===== src/rtl/spi_rxc.sv =====
// spi_rxc: SPI receive controller, 8/16/32-bit words with frame counting.
// Optional trailing CRC check is compiled in with `define SPI_RXC_CRC_EN.
module spi_rxc #(
    parameter int W_CNT = 13
) (
    input  logic             sclk_rx,
    input  logic             spi_rx_rstn,
    input  logic             rx_en,
    input  logic             shift_in,
    input  logic [1:0]       df,
    input  logic             lsbf,
    input  logic [W_CNT-1:0] spi_rnum_max,
    input  logic             crc_en,
    input  logic [31:0]      crc_poly,
    input  logic             rx_rd,
    output logic [31:0]      spi_rx_data,
    output logic             rx_data_valid,
    output logic             rx_full,
    output logic             rx_ovr,
    output logic             rx_num_max_en,
    output logic             rx_crc_en,
    output logic [31:0]      rx_crc_data_out,
    output logic             crc_err,
    output logic             rx_done
);

    localparam int WC1 = W_CNT + 1;

    typedef enum logic [1:0] {
        S_IDLE,
        S_DATA,
        S_CRC,
        S_DONE
    } state_t;

    state_t state, state_d;

    logic [1:0]       df_q;
    logic             lsbf_q;
    logic [W_CNT-1:0] max_q;
    logic [4:0]       bit_cnt;
    logic [W_CNT-1:0] frame_cnt;
    logic [31:0]      shreg;

    logic             start;
    logic             sampling;
    logic             in_data;
    logic [1:0]       df_e;
    logic             lsbf_e;
    logic [W_CNT-1:0] max_e;
    logic [W_CNT-1:0] max_n;
    logic [4:0]       last_idx;
    logic [31:0]      mask;
    logic [4:0]       bit_e;
    logic [31:0]      sh_e;
    logic [W_CNT-1:0] fc_e;
    logic [31:0]      sh_next;
    logic [31:0]      word;
    logic             frame_end;
    logic             data_end;
    logic             crc_end;
    logic             is_last;
    logic             next_last;
    logic             crc_on;

    logic [31:0]      data_d;
    logic             valid_d;
    logic             full_d;
    logic             ovr_d;
    logic             nmax_d;
    logic             done_d;

    // The IDLE edge that sees rx_en high is also the first data edge,
    // so effective config and counters come from the raw inputs there.
    always_comb begin
        start    = (state == S_IDLE) && rx_en;
        in_data  = start || (state == S_DATA);
        sampling = rx_en && (in_data || (state == S_CRC));
        df_e     = start ? df : df_q;
        lsbf_e   = start ? lsbf : lsbf_q;
        max_e    = start ? spi_rnum_max : max_q;
        max_n    = (max_e == '0) ? W_CNT'(1) : max_e;
        unique case (1'b1)
            df_e == 2'b01: last_idx = 5'd15;
            df_e == 2'b10: last_idx = 5'd31;
            default:       last_idx = 5'd7;
        endcase
        mask  = 32'hFFFF_FFFF >> (5'd31 - last_idx);
        bit_e = start ? 5'd0 : bit_cnt;
        sh_e  = start ? 32'd0 : shreg;
        fc_e  = start ? '0 : frame_cnt;
        if (lsbf_e) begin
            sh_next = (sh_e >> 1) | ({31'd0, shift_in} << last_idx);
        end else begin
            sh_next = {sh_e[30:0], shift_in};
        end
        word      = sh_next & mask;
        frame_end = sampling && (bit_e == last_idx);
        data_end  = frame_end && in_data;
        crc_end   = frame_end && (state == S_CRC);
        is_last   = ({1'b0, fc_e} + WC1'(1)) == {1'b0, max_n};
        next_last = ({1'b0, fc_e} + WC1'(2)) == {1'b0, max_n};
    end

    always_ff @(posedge sclk_rx or negedge spi_rx_rstn) begin
        if (!spi_rx_rstn) begin
            state <= S_IDLE;
        end else begin
            state <= state_d;
        end
    end

    always_comb begin
        state_d = state;
        if (!rx_en) begin
            state_d = S_IDLE;
        end else begin
            case (state)
                S_IDLE: state_d = S_DATA;
                S_DATA: begin
                    if (data_end && is_last) begin
                        state_d = crc_on ? S_CRC : S_DONE;
                    end
                end
                S_CRC: begin
                    if (crc_end) begin
                        state_d = S_DONE;
                    end
                end
                default: state_d = S_DONE;
            endcase
        end
    end

    always_comb begin
        data_d  = data_end ? word : spi_rx_data;
        valid_d = data_end;
        full_d  = data_end ? 1'b1 : (rx_full && !rx_rd);
        ovr_d   = rx_ovr || (data_end && rx_full && !rx_rd);
        done_d  = (data_end && is_last && !crc_on) || crc_end;
        nmax_d  = rx_num_max_en;
        if (!rx_en) begin
            nmax_d = 1'b0;
        end else if (data_end) begin
            nmax_d = !is_last && next_last;
        end else if (start) begin
            nmax_d = is_last;
        end
    end

    always_ff @(posedge sclk_rx or negedge spi_rx_rstn) begin
        if (!spi_rx_rstn) begin
            df_q          <= 2'b00;
            lsbf_q        <= 1'b0;
            max_q         <= '0;
            bit_cnt       <= 5'd0;
            frame_cnt     <= '0;
            shreg         <= 32'd0;
            spi_rx_data   <= 32'd0;
            rx_data_valid <= 1'b0;
            rx_full       <= 1'b0;
            rx_ovr        <= 1'b0;
            rx_num_max_en <= 1'b0;
            rx_done       <= 1'b0;
        end else begin
            if (start) begin
                df_q   <= df;
                lsbf_q <= lsbf;
                max_q  <= spi_rnum_max;
            end
            if (!rx_en) begin
                bit_cnt <= 5'd0;
                shreg   <= 32'd0;
            end else if (sampling) begin
                bit_cnt <= frame_end ? 5'd0 : bit_e + 5'd1;
                shreg   <= frame_end ? 32'd0 : sh_next;
            end
            if (rx_en && in_data) begin
                frame_cnt <= data_end ? fc_e + W_CNT'(1) : fc_e;
            end
            spi_rx_data   <= data_d;
            rx_data_valid <= valid_d;
            rx_full       <= full_d;
            rx_ovr        <= ovr_d;
            rx_num_max_en <= nmax_d;
            rx_done       <= done_d;
        end
    end

`ifdef SPI_RXC_CRC_EN
    logic        crc_en_q;
    logic [31:0] crc_q;
    logic [31:0] crc_b;
    logic [31:0] crc_upd;
    logic        fb;
    logic        crc_err_q;
    logic        crc_act_q;

    assign crc_on = start ? crc_en : crc_en_q;

    // Only data bits feed the CRC; the CRC frame itself is compared, not folded in.
    always_comb begin
        crc_b   = start ? 32'd0 : crc_q;
        fb      = crc_b[last_idx] ^ shift_in;
        crc_upd = ((crc_b << 1) & mask) ^ (fb ? (crc_poly & mask) : 32'd0);
    end

    always_ff @(posedge sclk_rx or negedge spi_rx_rstn) begin
        if (!spi_rx_rstn) begin
            crc_en_q  <= 1'b0;
            crc_q     <= 32'd0;
            crc_err_q <= 1'b0;
            crc_act_q <= 1'b0;
        end else begin
            if (start) begin
                crc_en_q <= crc_en;
            end
            if (rx_en && in_data) begin
                crc_q <= crc_upd;
            end
            if (start) begin
                crc_err_q <= 1'b0;
            end else if (crc_end) begin
                crc_err_q <= (word != crc_q);
            end
            if (!rx_en || crc_end) begin
                crc_act_q <= 1'b0;
            end else if (data_end && is_last && crc_on) begin
                crc_act_q <= 1'b1;
            end
        end
    end

    assign rx_crc_en       = crc_act_q;
    assign rx_crc_data_out = crc_q;
    assign crc_err         = crc_err_q;
`else
    logic unused_crc;

    assign unused_crc      = ^{crc_en, crc_poly};
    assign crc_on          = 1'b0;
    assign rx_crc_en       = 1'b0;
    assign rx_crc_data_out = 32'd0;
    assign crc_err         = 1'b0;
`endif

endmodule


===== config.mk =====
export PLATFORM = sky130hd
export DESIGN_NAME = spi_rxc
export DESIGN_NICKNAME = d
export VERILOG_FILES = /design/src/rtl/spi_rxc.sv
export SDC_FILE = /design/constraint.sdc
export NUM_CORES = 1
export LEC_CHECK = 0
export ABC_AREA = 1
export ABC_CLOCK_PERIOD_IN_PS = 3200
export BUFFER_PORTS_ARGS = -buffer_cell sky130_fd_sc_hd__buf_2
export CAP_MARGIN = 10
export CORE_UTILIZATION = 35
export DETAILED_ROUTE_END_ITERATION = 6
export SETUP_SLACK_MARGIN = 0.15
export SLEW_MARGIN = 20
export SYNTH_ARGS = -nofsm -noshare
export SYNTH_HDL_FRONTEND = slang
export SYNTH_SLANG_ARGS = --single-unit
export TNS_END_PERCENT = 1

===== constraint.sdc =====
create_clock -name sclk_rx -period 3.2 [get_ports sclk_rx]
set_clock_uncertainty 0.2 [all_clocks]
set_input_delay 0.16 -clock sclk_rx [delete_from_list [all_inputs] [get_ports sclk_rx]]
set_output_delay 0.16 -clock sclk_rx [all_outputs]
set_load 0.02 [all_outputs]

==> summary.txt, run 1 <==
CTS Buffer Depth: 2
Yosys warns: 0
Die Y-Extent: 134.9 um
Starting Density: 35.75%
Combinational power share: 19.0%
Crit. End Element: register
Pin count of the biggest net entering global routing: 55
DIE WIDTH: 134.9 um
Fraction of layout cells with a size suffix above 1: 14.24%
Area growth from synthesis to layout: 14.89%
Post-route clock period utilization: 86.29%
CP Cell Sequence: nor2_4 > nand2_4 > inv_1 > or2_2 > o21ai_4 > ha_2 > inv_2 > nand3_1 > nand2_1 > nor2_1 > nand2_2 > nor2_4 > nand3_1 > nor2_1 > nand2_1 > nor2_1 > nand3_1 > nand2_1 > nand3_1 > nand2_1
Area of the multi-input gates: 0.002870 mm2
Clock Power Share: 35.3%
Seq pwr share: 45.8%
Global-route wire length before repair: 25.36 mm
Layout net count: 959
Grt total ovfl: 0
Status: finished, final reports clean
Family with the most delay on the worst path: simple AND/OR/NAND/NOR gates
N_diodes: 0
Skew-Pair Late Insertion Delay: 0.35 ns
Critical-path top delay cell: dfrtp_1
Fmax: 362.2 MHz
FP Rows: 48
Core area: 0.01730 mm2
TritonRoute pass-1 iters: 6
ANT nets after route: 0
Clock Sink Count: 105
Vias in the first global route: 5104
Initial antenna violation count: 0
CP Launch Type: register
HPWL after DPL: 10.61 mm
# DRC: 0
Relative slew slack: 50.68%
CP Class: reg -> reg
Synth cell types: 39
P_leak: 3.528 nW
Finished Cell Area: 0.007104 mm2
Area contributors post-synth: dfrtp_1 (42%), nand2_1 (15%), nand3_1 (6.6%), inv_1 (5.9%), buf_4 (4.2%)
Sequential-to-total area share from yosys stat: 42.49%
# fillers: 1819
Worst-margin pin slew: 0.7389 ns
Yosys top cell by area: dfrtp_1
Setup violators final: 0
Final core utilization: 41.07%
Pwr Density: 433.2 mW/mm2
Sw Share: 31.08%
Total CTS buffers: 9
Io pins: 125
Post-layout min period: 2.761 ns
DR vias/cell: 4.812
Placement Setup Slack: 0.2415 ns
CTS tree: done
Worst-path maximum fanout: 6
# H-tree levels: 3
Number of buffers and inverters on the critical path: 2
Post-Syn Area per Cell: 7.396 um2
DR WL/cell: 13.67 um
Internal power: 2.121 mW
GRT Overall Usage: 17.78%
Post-Synthesis Cell Area: 0.006183 mm2
Setup TNS: 0 ns
PortBufs: 57
Final hold viol count: 0
RSZ-0062 raised after global routing: false
CTS clk-pin slew, worst paths: 0.07 ns
DRT Wirelength: 15.47 mm
First-iteration detailed-routing DRC count: 351
Slew Viols, Final: 0
Die Area: 0.01820 mm2
#FFs+latches synth: 105
Min-delay worst type: in -> reg
CP peak stage delay: 0.39 ns
PnR worst setup slack: 0.4388 ns
WP data arrival: 2.86 ns
Placed cells: 1101
Vias: 5442
Root Driver: clkbuf_16
Syn Inst Count: 836
NetSw: 0.9565 mW
Peak supply drop: 289.8 uV
Max-cap viol count: 0
Crit path required time: 3.30 ns
FF+latch area: 0.002628 mm2
GPL Wtd Cong: 0.8686
Placed inst area: 0.006649 mm2
Final std cells w/o fill: 1131
Post-synth top area share: 42.49%
-- worst register-to-register path, cell delays in order, from the launching register on --
cell and delay (ns):
dfrtp_1 0.39, nor2_4 0.06, nand2_4 0.12, inv_1 0.08, or2_2 0.30, o21ai_4 0.09, ha_2 0.22, inv_2 0.07
nand3_1 0.08, nand2_1 0.05, nor2_1 0.11, nand2_2 0.10, nor2_4 0.16, nand3_1 0.10, nor2_1 0.12, nand2_1 0.07
nor2_1 0.08, nand3_1 0.09, nand2_1 0.08, nand3_1 0.07, nand2_1 0.06
-- sequential cells by signal, indices dropped and copies added (netlist names) --
signal         count
max_q             13
shreg             32
bit_cnt            5
spi_rx_data       32
rx_ovr             1
rx_num_max_en      1
lsbf_q             1
state              2
rx_data_valid      1
frame_cnt         13
rx_done            1
df_q               2
rx_full            1
-- power groups by stage --
stage	logic (mW)	registers, mW	clock network, mW
final	0.583	1.41	1.09
after global routing	0.657	1.42	1.17
after CTS	0.572	1.41	1.13
after detailed placement	0.556	1.44	0
after global placement	0.557	1.43	0
after floorplan	0.436	1.42	0
-- cell usage after synthesis --
| cell type | count |
|---|---|
| xor2_1 | 7 |
| a21boi_1 | 1 |
| nand2_2 | 5 |
| xnor2_1 | 2 |
| dfrtp_1 | 105 |
| a31oi_1 | 6 |
| o2111ai_1 | 1 |
| a21oi_2 | 1 |
| clkinv_1 | 1 |
| nand4_1 | 10 |
| o21ai_1 | 7 |
| o31ai_1 | 14 |
| xor3_1 | 1 |
| o32ai_1 | 21 |
| o21ai_0 | 50 |
| buf_1 | 4 |
| nand3b_1 | 2 |
| buf_4 | 35 |
| nor2_1 | 66 |
| nor2_2 | 5 |
| nand3_2 | 4 |
| nand2_1 | 247 |
| inv_2 | 3 |
| o21bai_1 | 2 |
| buf_6 | 5 |
| nand3_4 | 2 |
| conb_1 | 1 |
| nor3_1 | 4 |
| nor2_4 | 4 |
| o211ai_1 | 1 |
| nand3_1 | 82 |
| inv_1 | 97 |
| or2_2 | 1 |
| buf_8 | 1 |
| a21oi_1 | 3 |
| ha_1 | 3 |
| o22ai_1 | 2 |
| clkbuf_1 | 20 |
| buf_2 | 10 |
-- cell usage in the layout, fill, tap and decap left out, types with 21 or more instances in the layout --
cell / synthesis / layout
nand2_1: 247 / 246
dfrtp_1: 105 / 105
inv_1: 97 / 95
nand3_1: 82 / 82
nor2_1: 66 / 66
buf_2: 10 / 56
o21ai_0: 50 / 49
conb_1: 1 / 34
buf_4: 35 / 24
o32ai_1: 21 / 21
-- through the flow --
stage | hold slack, ns | power (mW)
2_1_floorplan | -0.3356 | 1.858
5_1_grt | 0.03281 | 3.242
3_3_place_gp | 0.06773 | 1.990
6_report | 0.01517 | 3.078
4_1_cts | 0.007565 | 3.109
3_5_place_dp | 0.07543 | 1.991
-- metal layers --
metal / vias up / routed length [um] / track usage [%]
met1: 2519 / 7455 / 23.80
met2: 144 / 7140 / 29.32
met4: 0 / 224 / 4.557
met3: 18 / 646 / 3.491
li1: 2761 / - / -
met5: - / 0 / 0
-- cell type report --
class,count,share of cell area (%)
well taps,225,3.963
inverters,101,5.336
clock inverters,5,0.6516
multi-input cells,588,40.40
clock buffers,10,3.364
flip-flops and latches,105,36.98
repair buffers,97,9.299
-- cell families (layout without fill, tap and decap cells) --
kind of cell               count (synthesis)  count (layout)  share of synthesized area (%)
xor gates and xnor gates                  10              10                          1.659
adders and majority gates                  3               3                         0.6071
AOI/OAI and AO/OA                        109             109                          11.11
DFF                                      105             105                          42.49
and+or+nand+nor                          432             432                          30.27
buffers and inverters                    176             213                          13.80
other                                      1              34                        0.06065
-- final timing paths --
kind	from	to	slack, ns	cells after the start
min reg2reg	spi_rx_data[25]	spi_rx_data[25]	0.28	2
min in group asynchronous	spi_rx_rstn	max_q[2]	0.21	2
min	spi_rnum_max[1]	max_q[1]	0.02	4
max reg2reg	state[1]	rx_num_max_en	0.44	20
max in group asynchronous	spi_rx_rstn	shreg[31]	1.84	3
max	state[1]	rx_num_max_en	0.44	20
-- what timing repair did --
action                     4_1_cts  5_1_grt
hold endpoints to repair        67        0
buffers inserted                 0        1
resized for setup                0        4
hold buffers                    14        0
setup endpoints to repair        0       37
Power figures use the tool's default switching activity.
==> inputs of run 2 (changes only) <==
--- a/config.mk
+++ b/config.mk
@@ -9,7 +9,7 @@
 export ABC_CLOCK_PERIOD_IN_PS = 3200
 export BUFFER_PORTS_ARGS = -buffer_cell sky130_fd_sc_hd__buf_2
 export CAP_MARGIN = 10
-export CORE_UTILIZATION = 35
+export CORE_UTILIZATION = 24
 export DETAILED_ROUTE_END_ITERATION = 6
 export SETUP_SLACK_MARGIN = 0.15
 export SLEW_MARGIN = 20
==> summary.txt, run 2 (same netlist as run 1, synthesis figures left out) <==
CTS tree: done
Fmax: 360.3 MHz (-0.51%)
DRT Wirelength: 16.22 mm (+4.8%)
Fraction of layout cells with a size suffix above 1: 14.25% (+0.016 points)
Commonest non-fill, non-tap cell in the layout: nand2_1
Setup violators final: 0 (unchanged)
CTS clk-pin slew, worst paths: 0.08 ns (about the same)
HPWL after DPL: 11.41 mm (+7.5%)
Placement Setup Slack: 0.2383 ns (-0.003195 ns)
Final hold viol count: 1 (+1)
Peak supply drop: 247.2 uV (-15%)
CP peak stage delay: 0.43 ns (+0.04 ns)
GPL Wtd Cong: 0.8873 (+2.2%)
Starting Density: 24.48% (-11 points)
R2r setup slk: 0.42 ns (about the same)
FP Rows: 58 (+21%)
WP data arrival: 2.87 ns (about the same)
Area growth from synthesis to layout: 16.53%
Reg2reg path depth: 19 (-5.0%)
Io pins: 125 (unchanged)
Worst reg2reg path startpoint: state[0]
Area of the multi-input gates: 0.002860 mm2 (-0.35%)
Post-route clock period utilization: 86.73% (+0.44 points)
Worst-path maximum fanout: 6 (unchanged)
Crit path required time: 3.30 ns (about the same)
P_leak: 3.507 nW (-0.61%)
Die Y-Extent: 162.5 um (+20%)
CP Class: reg -> reg
# fillers: 2767 (+52%)
CP Cell Sequence: nor2_4 > nand2_4 > inv_1 > or2_2 > o21ai_4 > ha_1 > nand3_1 > nand2_1 > nor2_1 > nand2_2 > nor2_4 > nand3_1 > nor2_1 > nand2_1 > nor2_1 > nand3_1 > nand2_1 > nand3_1 > nand2_1
Hold EP: df_q[0]
Slew Viols, Final: 0 (unchanged)
Crit. End Element: register
Initial antenna violation count: 0 (unchanged)
Reg2Reg Capture Point: rx_num_max_en
Largest registers: shreg x32, spi_rx_data x32
CP Launch Type: register
CTS Buffer Depth: 2 (unchanged)
Hold depth: 4 (unchanged)
PortBufs: 57 (unchanged)
Root Driver: clkbuf_16
First-iteration detailed-routing DRC count: 470 (+34%)
Clock Sink Count: 105 (unchanged)
Setup TNS: 0 ns (unchanged)
Total CTS buffers: 9 (unchanged)
Vias: 5501 (+1.1%)
# DRC: 0 (unchanged)
Global-route wire length before repair: 26.84 mm (+5.8%)
Core area: 0.02525 mm2 (+46%)
Relative slew slack: 50.51% (-0.17 points)
Most frequent cells in the layout: nand2_1 (246), dfrtp_1 (103), inv_1 (95), nand3_1 (82), nor2_1 (65)
Pin count of the biggest net entering global routing: 70 (+27%)
DR vias/cell: 4.454 (-7.4%)
Min-delay worst type: in -> reg
GRT Overall Usage: 12.85% (-4.9 points)
Grt total ovfl: 0 (unchanged)
Max-cap viol count: 0 (unchanged)
Skew-Pair Late Insertion Delay: 0.35 ns (about the same)
PnR worst setup slack: 0.4247 ns (-0.01413 ns)
Die Area: 0.02641 mm2 (+45%)
N_diodes: 0 (unchanged)
Worst-margin pin slew: 0.7415 ns (+0.002606 ns)
FF+latch area: 0.002630 mm2 (about the same)
# H-tree levels: 3 (unchanged)
Post-layout min period: 2.775 ns (+0.01413 ns)
DIE WIDTH: 162.5 um (+20%)
Vias in the first global route: 5274 (+3.3%)
DR WL/cell: 13.13 um (-4.0%)
TritonRoute pass-1 iters: 5 (-1)
Failing checks: negative hold slack
Status: complete, but fails checks
Hold Slack: -0.001831 ns (-0.01700 ns)
Layout net count: 957 (-0.21%)
Pwr Density: 425.5 mW/mm2 (-1.8%)
Critical-path top delay cell: dfrtp_2
ANT nets after route: 0 (unchanged)
Hold_sp: rx_en
RSZ-0062 raised after global routing: false
==> run 2: cell count changes in the layout (fill, tap and decap cells not counted), moves of 2 or more <==
| cell | change |
|---|---|
| clkinv_4 | -2 |
| dfrtp_2 | +2 |
| clkinv_2 | +3 |
| buf_4 | -5 |
| dfrtp_1 | -2 |
| buf_6 | +3 |
==> run 2: worst max-delay path: cells and delay by family (launching register included) <==
| family | cells | cell delay (ns) |
|---|---|---|
| compound gates | 1 | 0.08 |
| fa+ha+maj | 1 | 0.28 |
| buf+inv | 1 | 0.08 |
| flops | 1 | 0.43 |
| simple gates | 16 | 1.64 |
==> run 2: per-stage QoR <==
stage	std cells	instance area, um2	util, %	hold slack [ns]	total power, mW
global placement	1203	6745	26.71	-0.008964	1.996
detailed placement	1203	6745	26.71	-0.002269	2.001
finish	1235	7206	28.53	-0.001831	3.066
CTS	1234	7172	28.40	0.01439	3.100
floorplan	869	6350	-	-0.3356	1.858
global route	1235	7206	28.53	0.005602	3.231
==> run 2: metal layers <==
layer	up-vias	part of all wire [%]	global-route usage, %
met5	-	0	0
met4	0	0.88	3.431
met3	10	5.0	2.674
met2	128	47	21.02
met1	2599	47	17.11
li1	2764	-	-
==> run 2: cell type report <==
| class | count | share of cell area [%] |
|---|---|---|
| clock buffers | 9 | 3.126 |
| repair buffers | 95 | 8.977 |
| clock inverters | 7 | 0.7119 |
| flip-flops and latches | 105 | 36.50 |
| well taps | 330 | 5.730 |
| inverters | 101 | 5.261 |
| multi-input cells | 588 | 39.69 |
==> run 2: how the worst max path moves through the flow <==
| stage | startpoint | to | slack (ns) | cells past startpoint |
|---|---|---|---|---|
| after floorplan | state[1] | rx_num_max_en | 0.14 | 25 |
| after global placement | state[1] | rx_num_max_en | 0.29 | 15 |
| after detailed placement | state[1] | shreg[3] | 0.24 | 13 |
| after CTS | state[1] | shreg[3] | 0.23 | 13 |
| after global routing | state[0] | rx_num_max_en | 0.16 | 20 |
| final | state[0] | rx_num_max_en | 0.42 | 19 |
==> run 2: repair_timing <==
item | 4_1_cts | 5_1_grt
endpoints found under the hold margin | 51 | 0
setup buffers | 0 | 1
hold buffers | 15 | 0
resized for setup | 0 | 8
setup endpoints to repair | 0 | 56
==> run 2: report_power, final <==
part	switching (mW)	internal, mW
combinational	0.409	0.179
clock	0.535	0.536
sequential	0.0252	1.38
total	0.970	2.10
==> inputs of run 3 (changes only) <==
--- a/config.mk
+++ b/config.mk
@@ -11,6 +11,7 @@
 export CAP_MARGIN = 10
 export CORE_UTILIZATION = 24
 export DETAILED_ROUTE_END_ITERATION = 6
+export GPL_TIMING_DRIVEN = 0
 export SETUP_SLACK_MARGIN = 0.15
 export SLEW_MARGIN = 20
 export SYNTH_ARGS = -nofsm -noshare
==> summary.txt, run 3 (same netlist as run 1, synthesis figures left out) <==
CP Launch Type: register
Grt total ovfl: 0 (unchanged)
Global-route wire length before repair: 28.98 mm (+8.0%)
Largest registers: shreg x32, spi_rx_data x32
Io pins: 125 (unchanged)
TritonRoute pass-1 iters: 5 (unchanged)
CP peak stage delay: 0.38 ns (-0.05 ns)
FP Rows: 58 (unchanged)
Pwr Density: 403.8 mW/mm2 (-5.1%)
Post-route clock period utilization: 97.99% (+11 points)
Worst-path maximum fanout: 4 (-2)
Slew Viols, Final: 0 (unchanged)
ANT nets after route: 0 (unchanged)
First-iteration detailed-routing DRC count: 378 (-20%)
CP Class: reg -> reg
CTS Buffer Depth: 2 (unchanged)
Fmax: 318.9 MHz (-11%)
Skew-Pair Late Insertion Delay: 0.36 ns (about the same)
PnR worst setup slack: 0.06447 ns (-0.3602 ns)
Clock Sink Count: 105 (unchanged)
Post-layout min period: 3.136 ns (+0.3602 ns)
Vias in the first global route: 5530 (+4.9%)
# fillers: 2756 (-0.40%)
FF+latch area: 0.002629 mm2 (about the same)
Total CTS buffers: 9 (unchanged)
DIE WIDTH: 162.5 um (unchanged)
Layout net count: 1039 (+8.6%)
Crit path required time: 3.31 ns (about the same)
Area growth from synthesis to layout: 28.75%
Fraction of layout cells with a size suffix above 1: 21.30% (+7.0 points)
Area of the multi-input gates: 0.002958 mm2 (+3.4%)
RSZ-0062 raised after global routing: true
CTS clk-pin slew, worst paths: 0.08 ns (about the same)
Final hold viol count: 0 (-1)
Initial antenna violation count: 0 (unchanged)
DR WL/cell: 13.89 um (+5.8%)
Critical-path top delay cell: dfrtp_1
CP Cell Sequence: buf_6 > nor2_4 > nand2_4 > buf_12 > buf_12 > buf_8 > buf_12 > o21ai_4 > buf_6 > ha_4 > nand3_2 > nand2_2 > nor2_2 > nand2_2 > nor2_4 > buf_6 > nand3_2 > nor2_1 > nand2_1 > nor2_1 > nand3_1 > nand2_1 > nand3_2 > nand2_1
CTS tree: done
Status: finished, final reports clean
# DRC: 0 (unchanged)
Pwr Total: 3.215 mW (+4.8%)
Die Y-Extent: 162.5 um (unchanged)
Max-cap viol count: 0 (unchanged)
Vias: 5858 (+6.5%)
N_diodes: 0 (unchanged)
Die Area: 0.02641 mm2 (unchanged)
Crit. End Element: register
Root Driver: clkbuf_16
Min-delay worst type: in -> reg
Placement Setup Slack: -0.6439 ns (-0.8822 ns)
Peak supply drop: 213.0 uV (-14%)
GRT Overall Usage: 14.12% (+1.3 points)
PortBufs: 57 (unchanged)
Setup violators final: 0 (unchanged)
Core area: 0.02525 mm2 (unchanged)
Worst-margin pin slew: 0.6121 ns (-0.1294 ns)
Hold depth: 3 (-1)
Relative slew slack: 59.19% (+8.7 points)
Most frequent cells in the layout: nand2_1 (243), dfrtp_1 (104), inv_1 (93), nand3_1 (78), nor2_1 (65)
P_leak: 3.914 nW (+12%)
# H-tree levels: 3 (unchanged)
DR vias/cell: 4.451 (about the same)
Starting Density: 24.48% (unchanged)
Commonest non-fill, non-tap cell in the layout: nand2_1
DRT Wirelength: 18.28 mm (+13%)
Reg2reg path depth: 24 (+5)
GPL Wtd Cong: 0.8982 (+1.2%)
Pin count of the biggest net entering global routing: 61 (-13%)
HPWL after DPL: 13.03 mm (+14%)
WP data arrival: 3.24 ns (+0.37 ns)
## run 3: routing by layer
layer | track usage [%] | wire [um] | vias up
li1 | - | - | 2921
met4 | 4.160 | 304 | 0
met3 | 3.209 | 979 | 21
met2 | 23.82 | 8877 | 151
met5 | 0 | 0 | -
met1 | 17.89 | 8120 | 2765
## run 3: final timing paths
check                                 start  slack, ns              end
setup / recovery                   state[1]       0.06    rx_num_max_en
hold / removal             spi_rnum_max[10]       0.02        max_q[10]
setup reg to reg                   state[1]       0.06    rx_num_max_en
hold reg to reg                      rx_ovr       0.27           rx_ovr
max in group asynchronous       spi_rx_rstn       2.03  spi_rx_data[16]
min in group asynchronous       spi_rx_rstn       0.11         max_q[7]
## run 3: power breakdown
| part | leakage [nW] | internal, mW | switching, mW |
|---|---|---|---|
| clock network | 0.137 | 0.542 | 0.546 |
| logic | 2.35 | 0.265 | 0.460 |
| registers | 1.43 | 1.38 | 0.0199 |
| total | 3.91 | 2.19 | 1.03 |
## run 3: area by class of cell
| type | instances | area share [%] |
|---|---|---|
| well taps | 330 | 5.186 |
| inverters | 101 | 4.856 |
| plain buffers | 75 | 7.449 |
| multi-input cells | 588 | 37.15 |
| clock inverters | 6 | 0.7701 |
| repair buffers | 102 | 8.738 |
| clock buffers | 9 | 2.829 |
| flip-flops and latches | 105 | 33.02 |
## run 3: per-stage QoR
step / instance area [um2] / instances / utilization (%) / TNS [ns] / hold slack, ns
4_1_cts: 7796 / 1310 / 30.87 / 0 / 0.01036
6_report: 7961 / 1316 / 31.53 / 0 / 0.02276
3_3_place_gp: 7048 / 1256 / 27.91 / -21.12 / 0.2146
5_1_grt: 7961 / 1316 / 31.53 / -0.07558 / 0.04524
2_1_floorplan: 6350 / 869 / - / 0 / -0.3356
3_5_place_dp: 7082 / 1257 / 28.04 / -23.80 / -0.06877
## run 3: worst max-delay path: cells and delay by family, from the launching register on
kind	cells	cell delay, ns
buffers and inverters	7	0.84
adders and majority gates	1	0.21
AOI/OAI and AO/OA	1	0.14
DFF	1	0.38
and+or+nand+nor	15	1.30
## run 3: what timing repair did
| action | 4_1_cts | 5_1_grt |
|---|---|---|
| endpoints found under the setup margin | 83 | 82 |
| gates cloned | 0 | 0 |
| endpoints found under the hold margin | 121 | 0 |
| hold buffers | 17 | 0 |
| resized for setup | 29 | 49 |
| pin swaps | 11 | 13 |
| setup buffers | 21 | 6 |
